**src/rtl/vend_sequencer.sv**
```systemverilog
// vend_sequencer: coin credit accumulator with saturating credit, round-robin
// product select, price check, dispenser req/ack handshake with timeout, and
// unit-by-unit change return. All outputs are registered.
module vend_sequencer #(
    parameter int CW      = 3,
    parameter int PRICE0  = 2,
    parameter int PRICE1  = 3,
    parameter int PRICE2  = 4,
    parameter int PRICE3  = 5,
    parameter int IDLE_TO = 200,
    parameter int ACK_TO  = 15
) (
    input  logic          clk,
    input  logic          rst_n,
    input  logic          ena,
    input  logic          coin,
    input  logic          cancel,
    input  logic [3:0]    sel_req,
    input  logic          disp_ack,
    output logic          disp_req,
    output logic [1:0]    disp_prod,
    output logic [3:0]    grant,
    output logic [CW-1:0] credit,
    output logic          refund_pulse,
    output logic          coin_reject,
    output logic          err_insuf,
    output logic          fault,
    output logic          busy
);

    typedef enum logic [2:0] {
        S_IDLE,
        S_COLLECT,
        S_ARB,
        S_VEND,
        S_REFUND
    } state_t;

    localparam int IW = $clog2(IDLE_TO + 1);
    localparam int AW = $clog2(ACK_TO + 1);
    localparam logic [CW-1:0] CMAX = '1;

    state_t        state;
    logic [3:0]    sel_lat;
    logic [1:0]    ptr;
    logic [IW-1:0] idle_cnt;
    logic [AW-1:0] ack_cnt;
    logic [CW-1:0] price_lat;

    logic [1:0]    pick;
    logic [1:0]    idx;
    logic          found;
    logic [CW-1:0] price_pick;

    // Round-robin pick: first latched request after the pointer, pointer itself last.
    always_comb begin
        pick  = ptr;
        idx   = '0;
        found = 1'b0;
        for (int unsigned i = 1; i <= 4; i++) begin
            idx = ptr + 2'(i);
            if (!found && sel_lat[idx]) begin
                pick  = idx;
                found = 1'b1;
            end
        end
    end

    // Price lookup for the picked product.
    always_comb begin
        price_pick = CW'(PRICE0);
        case (pick)
            2'd1:    price_pick = CW'(PRICE1);
            2'd2:    price_pick = CW'(PRICE2);
            2'd3:    price_pick = CW'(PRICE3);
            default: price_pick = CW'(PRICE0);
        endcase
    end

    // Sequencer FSM with registered outputs; ena=0 freezes everything but clears pulses.
    always_ff @(posedge clk or negedge rst_n) begin
        if (!rst_n) begin
            state        <= S_IDLE;
            credit       <= '0;
            sel_lat      <= '0;
            ptr          <= 2'd3;
            idle_cnt     <= '0;
            ack_cnt      <= '0;
            price_lat    <= '0;
            disp_req     <= 1'b0;
            disp_prod    <= '0;
            grant        <= '0;
            refund_pulse <= 1'b0;
            coin_reject  <= 1'b0;
            err_insuf    <= 1'b0;
            fault        <= 1'b0;
            busy         <= 1'b0;
        end else if (!ena) begin
            refund_pulse <= 1'b0;
            coin_reject  <= 1'b0;
            err_insuf    <= 1'b0;
            fault        <= 1'b0;
        end else begin
            refund_pulse <= 1'b0;
            coin_reject  <= 1'b0;
            err_insuf    <= 1'b0;
            fault        <= 1'b0;
            case (state)
                S_IDLE: begin
                    if (coin) begin
                        credit   <= CW'(1);
                        idle_cnt <= '0;
                        state    <= S_COLLECT;
                    end
                end
                S_COLLECT: begin
                    if (coin) begin
                        if (credit != CMAX) credit <= credit + 1'b1;
                        else                coin_reject <= 1'b1;
                    end
                    if (cancel) begin
                        state <= S_REFUND;
                        busy  <= 1'b1;
                    end else if (sel_req != '0) begin
                        sel_lat  <= sel_req;
                        idle_cnt <= '0;
                        state    <= S_ARB;
                        busy     <= 1'b1;
                    end else if (coin) begin
                        idle_cnt <= '0;
                    end else if (idle_cnt == IW'(IDLE_TO - 1)) begin
                        state <= S_REFUND;
                        busy  <= 1'b1;
                    end else begin
                        idle_cnt <= idle_cnt + 1'b1;
                    end
                end
                S_ARB: begin
                    if (coin) coin_reject <= 1'b1;
                    ptr <= pick;
                    if (credit >= price_pick) begin
                        credit    <= credit - price_pick;
                        price_lat <= price_pick;
                        grant     <= 4'b0001 << pick;
                        disp_prod <= pick;
                        disp_req  <= 1'b1;
                        ack_cnt   <= '0;
                        state     <= S_VEND;
                    end else begin
                        err_insuf <= 1'b1;
                        idle_cnt  <= '0;
                        state     <= S_COLLECT;
                        busy      <= 1'b0;
                    end
                end
                S_VEND: begin
                    if (coin) coin_reject <= 1'b1;
                    if (disp_ack) begin
                        disp_req  <= 1'b0;
                        grant     <= '0;
                        disp_prod <= '0;
                        if (credit != '0) begin
                            state <= S_REFUND;
                        end else begin
                            state <= S_IDLE;
                            busy  <= 1'b0;
                        end
                    end else if (ack_cnt == AW'(ACK_TO - 1)) begin
                        // Dispenser never answered: give the price back and let the user retry.
                        fault     <= 1'b1;
                        credit    <= credit + price_lat;
                        disp_req  <= 1'b0;
                        grant     <= '0;
                        disp_prod <= '0;
                        idle_cnt  <= '0;
                        state     <= S_COLLECT;
                        busy      <= 1'b0;
                    end else begin
                        ack_cnt <= ack_cnt + 1'b1;
                    end
                end
                S_REFUND: begin
                    if (coin) coin_reject <= 1'b1;
                    if (credit != '0) begin
                        refund_pulse <= 1'b1;
                        credit       <= credit - 1'b1;
                    end else begin
                        state <= S_IDLE;
                        busy  <= 1'b0;
                    end
                end
                default: begin
                    state <= S_IDLE;
                    busy  <= 1'b0;
                end
            endcase
        end
    end

endmodule

```
**config.mk**
```make
export PLATFORM = sky130hd
export DESIGN_NAME = vend_sequencer
export DESIGN_NICKNAME = d
export VERILOG_FILES = /design/src/rtl/vend_sequencer.sv
export SDC_FILE = /design/constraint.sdc
export NUM_CORES = 1
export LEC_CHECK = 0
export ABC_AREA = 1
export CELL_PAD_IN_SITES_DETAIL_PLACEMENT = 1
export CELL_PAD_IN_SITES_GLOBAL_PLACEMENT = 1
export CORE_MARGIN = 2
export CORE_UTILIZATION = 38
export CTS_BUF_LIST = sky130_fd_sc_hd__clkbuf_16
export DETAILED_ROUTE_END_ITERATION = 12
export GPL_TIMING_DRIVEN = 0
export PLACE_DENSITY = 0.87
export SETUP_SLACK_MARGIN = 0.02
export SKIP_CTS_REPAIR_TIMING = 1
export SYNTH_ARGS = -nofsm -noshare
export SYNTH_HDL_FRONTEND = slang
export SYNTH_SLANG_ARGS = --single-unit
export TNS_END_PERCENT = 100
```
**constraint.sdc**
```tcl
create_clock -name clk -period 2.3 [get_ports clk]
set_input_delay 0.23 -clock clk [delete_from_list [all_inputs] [get_ports clk]]
set_output_delay 0.23 -clock clk [all_outputs]
set_load 0.005 [all_outputs]
```
**Word-level counts from Yosys, hierarchy flattened**

Cells that the tools add are included.

- $add $sub $neg: 9
- Multiply operators: 0
- Divide/modulo/power cells: 0
- Magnitude comparators: 5
- Equality and inequality tests: 25
- Shifts and indexed selects: 1
- Muxes and demuxes: 82
- Bitwise gates (word level): 2
- Reduce and logical (&&, ||, !) cells: 22

Operators with widths:

| kind | number |
|---|---|
| 8-bit two-way mux | 8 |
| 3-bit two-way mux | 15 |
| 8-bit one-hot mux with 4 select lines | 1 |
| 1-bit two-way mux | 31 |
| 3-bit one-hot mux with 5 select lines | 2 |
| 4-bit two-way mux | 6 |
| 2-bit inequality test, second input constant | 11 |
| 2-bit two-way mux | 8 |
| 4-bit one-hot mux with 2 select lines | 2 |
| 2-bit by 3-bit < comparator with 1-bit output, second input constant | 4 |
| 4-bit inequality test, second input constant | 3 |
| 6-bit AND reduction | 2 |
| 3-bit one-hot mux with 3 select lines | 1 |
| 9-bit AND reduction | 1 |
| 8-bit by 1-bit adder with 8-bit output, second input constant | 1 |
| 1-bit binary-select mux with 2-bit select | 4 |
| 8-bit == test, second input constant | 1 |
| 4-bit AND reduction | 2 |
| 8-bit AND reduction | 1 |
| 4-bit nonzero test | 2 |
| 3-bit by 2-bit == test with 1-bit output, second input constant | 2 |
| 3-bit inequality test, second input constant | 2 |
| 1-bit one-hot mux with 5 select lines | 1 |
| 5-bit AND reduction | 1 |
| other kinds (26) | 34 |

- Flip-flop bits (word level): 39
- Latch bits: 0
- RAM bits: 0
- ROM bits: 0
- Output and inout bits: 15
- Logic and storage cells: 161
- Memories kept: 0

**Longest topological paths before layout**

- Depth in word-level cells: 19
- Depth in mapped cells: 21
- Gate-level depth less buffers: 19

**Least setup slack after synthesis**

No wires, ideal clock.

- Path type: register to register
- Start point: register ptr[0]
- End point: register busy
- Setup time: 0.117 ns
- Arrival: 2.312 ns
- Path slack: -0.128 ns
- Cell stages (with the launch flop): 21
- Buffers on the path: 2
- Path through: dfstp_2 > buf_6 > inv_6 > nand2_1 > nand2_2 > nand2_2 > nand2_4 > inv_4 > nand3_2 > nand2_1 > xor2_1 > ha_1 > nor2_1 > nor2_1 > nand3_4 > nand2_4 > nand2_4 > buf_6 > nand2_2 > nand2_1 > nand2_1

- Cells in the longest elaborated chain, start to end: 18
- Elaborated cells between the ends (all ways): 31
- Classes of those cells: add/sub: 3; order compare: 1; eq/ne: 4; mux: 16; reduce/logical: 7

RTL lines:

| element | RTL line | source |
|---|---|---|
| from (decl) | 45 | `logic [1:0] ptr;` |
| from (signal assigned) | 140 | `ptr <= pick;` |
| 2-bit by 1-bit adder with 2-bit output | 61 | `idx = ptr + 2'(i);` |
| 1-bit binary-select mux with 2-bit select | 62 | `if (!found && sel_lat[idx]) begin` |
| 1-bit two-way mux (not written as such) | 62 |  |
| 1-bit two-way mux | 62 |  |
| 1-bit logical NOT | 62 |  |
| 1-bit logical AND | 62 |  |
| 1-bit two-way mux | 62 |  |
| 1-bit logical NOT | 62 |  |
| [3 not listed] | -- |  |
| 1-bit logical AND | 62 |  |
| 2-bit two-way mux * | 62 |  |
| named net pick[0] | 50 | `logic [1:0] pick;` |
| 2-bit == test / 2-bit by 1-bit == test with 1-bit output (equally long branches) | 72 | `case (pick)` |
| 3-bit one-hot mux with 3 select lines * | 72 |  |
| 3-bit >= comparator * | 141 | `if (credit >= price_pick) begin` |
| 2-bit inequality test (no line) * | -- |  |
| 6-bit AND reduction (no line) * | -- |  |
| to (signal assigned) | 97 | `busy <= 1'b0;` |
| to (signal assigned) | 133 | `busy <= 1'b1;` |
| to (signal assigned) | 153 | `busy <= 1'b0;` |
| to (decl) | 28 | `output logic busy` |

The timed path passes the listed nets; every way through them passes the cells marked *. The select of a mux whose other input is x is not followed.
A chain may end at the register's enable or synchronous reset.

**Worst setup path in the final report**

- Start point: register ptr[0]
- End point: register price_lat[2]

- Cells in the longest elaborated chain, start to end: 17
- Elaborated cells between the ends (all ways): 30
- Classes of those cells: add/sub: 3; order compare: 1; eq/ne: 3; mux: 16; reduce/logical: 7

RTL lines:

| element | RTL line | source |
|---|---|---|
| 2-bit by 1-bit adder with 2-bit output | 61 |  |
| 1-bit binary-select mux with 2-bit select | 62 |  |
| 1-bit two-way mux (not written as such) | 62 |  |
| 1-bit two-way mux | 62 |  |
| 1-bit logical NOT | 62 |  |
| 1-bit logical AND | 62 |  |
| 1-bit two-way mux | 62 |  |
| 1-bit logical NOT | 62 |  |
| [2 not listed] | -- |  |
| 1-bit logical NOT | 62 |  |
| 1-bit logical AND | 62 |  |
| 2-bit two-way mux * | 62 |  |
| named net pick[0] | 50 |  |
| 2-bit == test / 2-bit by 1-bit == test with 1-bit output (equally long branches) | 72 |  |
| 3-bit one-hot mux with 3 select lines * | 72 |  |
| 3-bit >= comparator | 141 |  |
| 3-bit AND reduction (no line) | -- |  |
| to (signal assigned) | 143 | `price_lat <= price_pick;` |
| to (decl) | 48 | `logic [CW-1:0] price_lat;` |

Marks and branches as above.

==> results.sh <==
export IMPL_synth_edf_count=0
export IMPL_worst_slack_ns=-0.340
export IMPL_critPathMaxFanout=6
export IMPL_vias=2478
export IMPL_pwr_share_clk_pct=16.3
export IMPL_async_flop_share_pct=100
export IMPL_drt_iter0_drc=68
export IMPL_core_mm2=0.00668
export IMPL_wl_mm=7.77
export IMPL_r2r_start="ptr[0]"
export IMPL_drc_errors=0
export IMPL_rrSetupSlack_ns=-0.34
export IMPL_gp_congestion=0.843
export IMPL_fmaxAchievable_mhz=379
export IMPL_required_ns=2.46
export IMPL_placed_area_mm2=0.00297
export IMPL_clock_latency_ns=0.29
export IMPL_postRouteAntennaNets=0
export IMPL_arrival_ns=2.80
export IMPL_violations="negative setup slack"
export IMPL_synth_compound_area_share_pct=7.45
export IMPL_muxShareOfSynthArea_pct=0
export IMPL_period_minus_slack_ns=2.64
export IMPL_ioPinCount=25
export IMPL_clockBufferDepth=2
export IMPL_cts_buffers=5
export IMPL_stdcell_area_mm2=0.00352
export IMPL_wl_per_cell_um=16.7
export IMPL_p_comb_share_pct=64.2
export IMPL_synth_top_family_by_area="simple AND/OR/NAND/NOR gates"
export IMPL_start_kind="flip-flop"
export IMPL_setup_viol=28
export IMPL_fp_dieH_um=86.5
export IMPL_rr_worst_depth=18
export IMPL_internal_power_mw=3.00
export IMPL_placement_io_buffers=23
export IMPL_slew_headroom_pct=36.4
export IMPL_rsz0062_at_grt="yes"
export IMPL_die_x_um=86.5
export IMPL_grt_pass1_wl_mm=11.8
export IMPL_grt_max_degree=40
export IMPL_slowest_delay_ns=0.54
export IMPL_clock_skew_ns=0.00300
export IMPL_avgSynthCellArea_um2=7.63
export IMPL_crit_chain="buf_8, buf_12, nand2_4, nand2_4, nand2_4, nand2_4, inv_4, nand3_4, nand2_4, xor2_4, ha_4, nor2_4, nor2_4, nand3_4, nand2_8, nand3_1, nand2_1, nand2_1"
export IMPL_hold_path_class="input pin to asynchronous set/reset pin"
export IMPL_syn2layout_area_growth_pct=35.9
export IMPL_cts_sinks=39
export IMPL_nNetsFinal=402
export IMPL_netlist_area_mm2=0.00259
export IMPL_pwr_share_seq_pct=19.4
export IMPL_initial_core_util_pct=38.7
export IMPL_pre_cts_ws_ns=-0.416
export IMPL_antenna_cells=0
export IMPL_status="complete, but fails checks"
export IMPL_worst_pin_slew_ns=0.954
export IMPL_r2r_end="price_lat[2]"
export IMPL_period_share_pct=115
export IMPL_core_rowCount=30
export IMPL_grt_pass1_vias=2520
export IMPL_criticalPathCategory="flip-flop to flip-flop"
export IMPL_fin_setup_tns_ns=-7.87
export IMPL_cap_violations=0
export IMPL_synth_seq_cells=39
export IMPL_cts_clk_slew_worst_paths_ns=0.06
export IMPL_end_kind="flip-flop"
export IMPL_hpwl_mm=5.06
export IMPL_grt_usage_pct=20.3
export IMPL_grt_antenna_before_repair=0
export IMPL_synthAdderAreaFrac_pct=4.64
export IMPL_htreeDepth=2
export IMPL_final_layout_size_suffix_gt1_share_pct=26.6
export IMPL_dr_pass1_iters=4
export IMPL_yosys_area_share_simple_pct=39.6
export IMPL_worst_path_max_delay_cell="dfstp_2"
export IMPL_ys_types=38
export IMPL_hold_ws_ns=0.0732
export IMPL_syn_nets=358
export IMPL_netlist_instances=339
export IMPL_p_sw_mw=2.58
export IMPL_post_drt_via_cell_ratio=5.34
export IMPL_ys_warn_count=0
export IMPL_power_per_cell_area_mw_per_mm2=1590
export IMPL_overflow=0
export IMPL_yosys_most_used_dff="dfrtp_1"
export IMPL_hold_viol_final=0
export IMPL_cts_root_buf="clkbuf_16"
export IMPL_synth_xor_area_share_pct=3.05
export IMPL_switching_share_pct=46.2
export IMPL_final_max_slew_viol_count=0
export IMPL_final_util_pct=52.6
export IMPL_yosysSeqAreaShare_pct=37.8
export IMPL_path_common_cell="nand2_4"
export IMPL_dieArea_mm2=0.00748
export IMPL_leakagePower_nw=1.67
export IMPL_max_vdd_ir_drop_uv=554
export IMPL_cts_tree="done"
## layer usage
metal  wire [µm]  up-vias  GRT usage (%)
li1            -     1191              -
met1        3270     1235           23.9
met2        4130       37           37.0
met3         173       15           3.05
met4         194        0           7.53
met5           0        -              0
## through the flow
stage	instances	total power [mW]
after floorplan	339	2.90
after global placement	442	3.40
after detailed placement	442	3.52
after CTS	450	4.47
after global routing	464	5.94
final	464	5.57
## cell type report
cell class | count | area, µm²
tap | 80 | 100
timing repair buffer | 37 | 360
clock inverter | 3 | 63.8
clock buffer | 5 | 125
fill | 814 | 3170
buffer | 4 | 38.8
sequential | 39 | 978
inverter | 40 | 161
multi-input combinational | 256 | 1690
## how the worst max path moves through the flow
stage,from,end,slack [ns],cells past startpoint
final,ptr[0],price_lat[2],-0.34,18
after global routing,ptr[0],price_lat[2],-0.45,18
after CTS,ptr[0],idle_cnt[1],-0.44,19
after detailed placement,ptr[0],idle_cnt[1],-0.42,19
after global placement,ptr[0],busy,-0.32,20
after floorplan,ptr[0],idle_cnt[0],-0.09,18
## synthesized netlist by cell type, types with 3 or more instances
| cell type | count | area share [%] |
|---|---|---|
| nand2_2 | 9 | 2.2 |
| nand3_1 | 25 | 4.8 |
| inv_1 | 33 | 4.8 |
| nor4_1 | 7 | 1.7 |
| inv_2 | 3 | 0.44 |
| o21ai_0 | 9 | 1.7 |
| a21oi_1 | 12 | 2.3 |
| dfrtp_1 | 37 | 36 |
| nor2_1 | 30 | 4.4 |
| nand4_1 | 10 | 2.4 |
| nand2_1 | 98 | 14 |
| xor2_1 | 7 | 2.4 |
| o22ai_1 | 3 | 0.73 |
| nor3_1 | 8 | 1.5 |
| nand3_2 | 4 | 1.5 |
| nand2_4 | 7 | 3.0 |
| ha_1 | 8 | 3.9 |
## flip-flops by register name, indices dropped and copies added (netlist names)
register	flops
ack_cnt	4
busy	1
coin_reject	1
credit	3
disp_prod	2
disp_req	1
err_insuf	1
fault	1
grant	4
idle_cnt	8
price_lat	3
ptr	2
refund_pulse	1
sel_lat	4
state	3
## power by group through the flow
stage	clock, mW	sequential [mW]	combinational, mW
floorplan	0	1.03	1.87
global placement	0	1.05	2.34
detailed placement	0	1.07	2.45
CTS	0.913	1.06	2.49
global route	0.941	1.11	3.89
finish	0.909	1.08	3.58
## cells by family (layout without fill, tap and decap cells)
| logic type | count (synthesis) | in the layout |
|---|---|---|
| DFF | 39 | 39 |
| xor gates and xnor gates | 9 | 9 |
| and+or+nand+nor | 207 | 207 |
| AOI/OAI and AO/OA | 31 | 31 |
| buffers and inverters | 44 | 89 |
| adders and majority gates | 9 | 9 |
## critical path: cells and delay by family (launching register included)
kind          cells  cell delay (ns)
xor+xnor          1             0.18
flops             1             0.54
fa+ha+maj         1             0.29
simple gates     13             1.21
buf+inv           3             0.29
## cell usage in the layout, fill, tap and decap left out, types with 3 or more instances in the layout
cell type / count
inv_1: 33
nand2_8: 3
nand2_4: 15
nand3_2: 9
nand2_2: 21
nor2_4: 4
ha_1: 6
o21ai_0: 9
nand4_1: 10
nand2_1: 75
xor2_1: 6
buf_4: 12
nand3_1: 17
clkdlybuf4s50_1: 22
nor2_1: 27
a21oi_1: 12
dfrtp_1: 37
inv_2: 4
nor4_1: 7
nor3_1: 8
nand3_4: 5
clkbuf_16: 6
o22ai_1: 3
(Power assumes the default switching activity.)
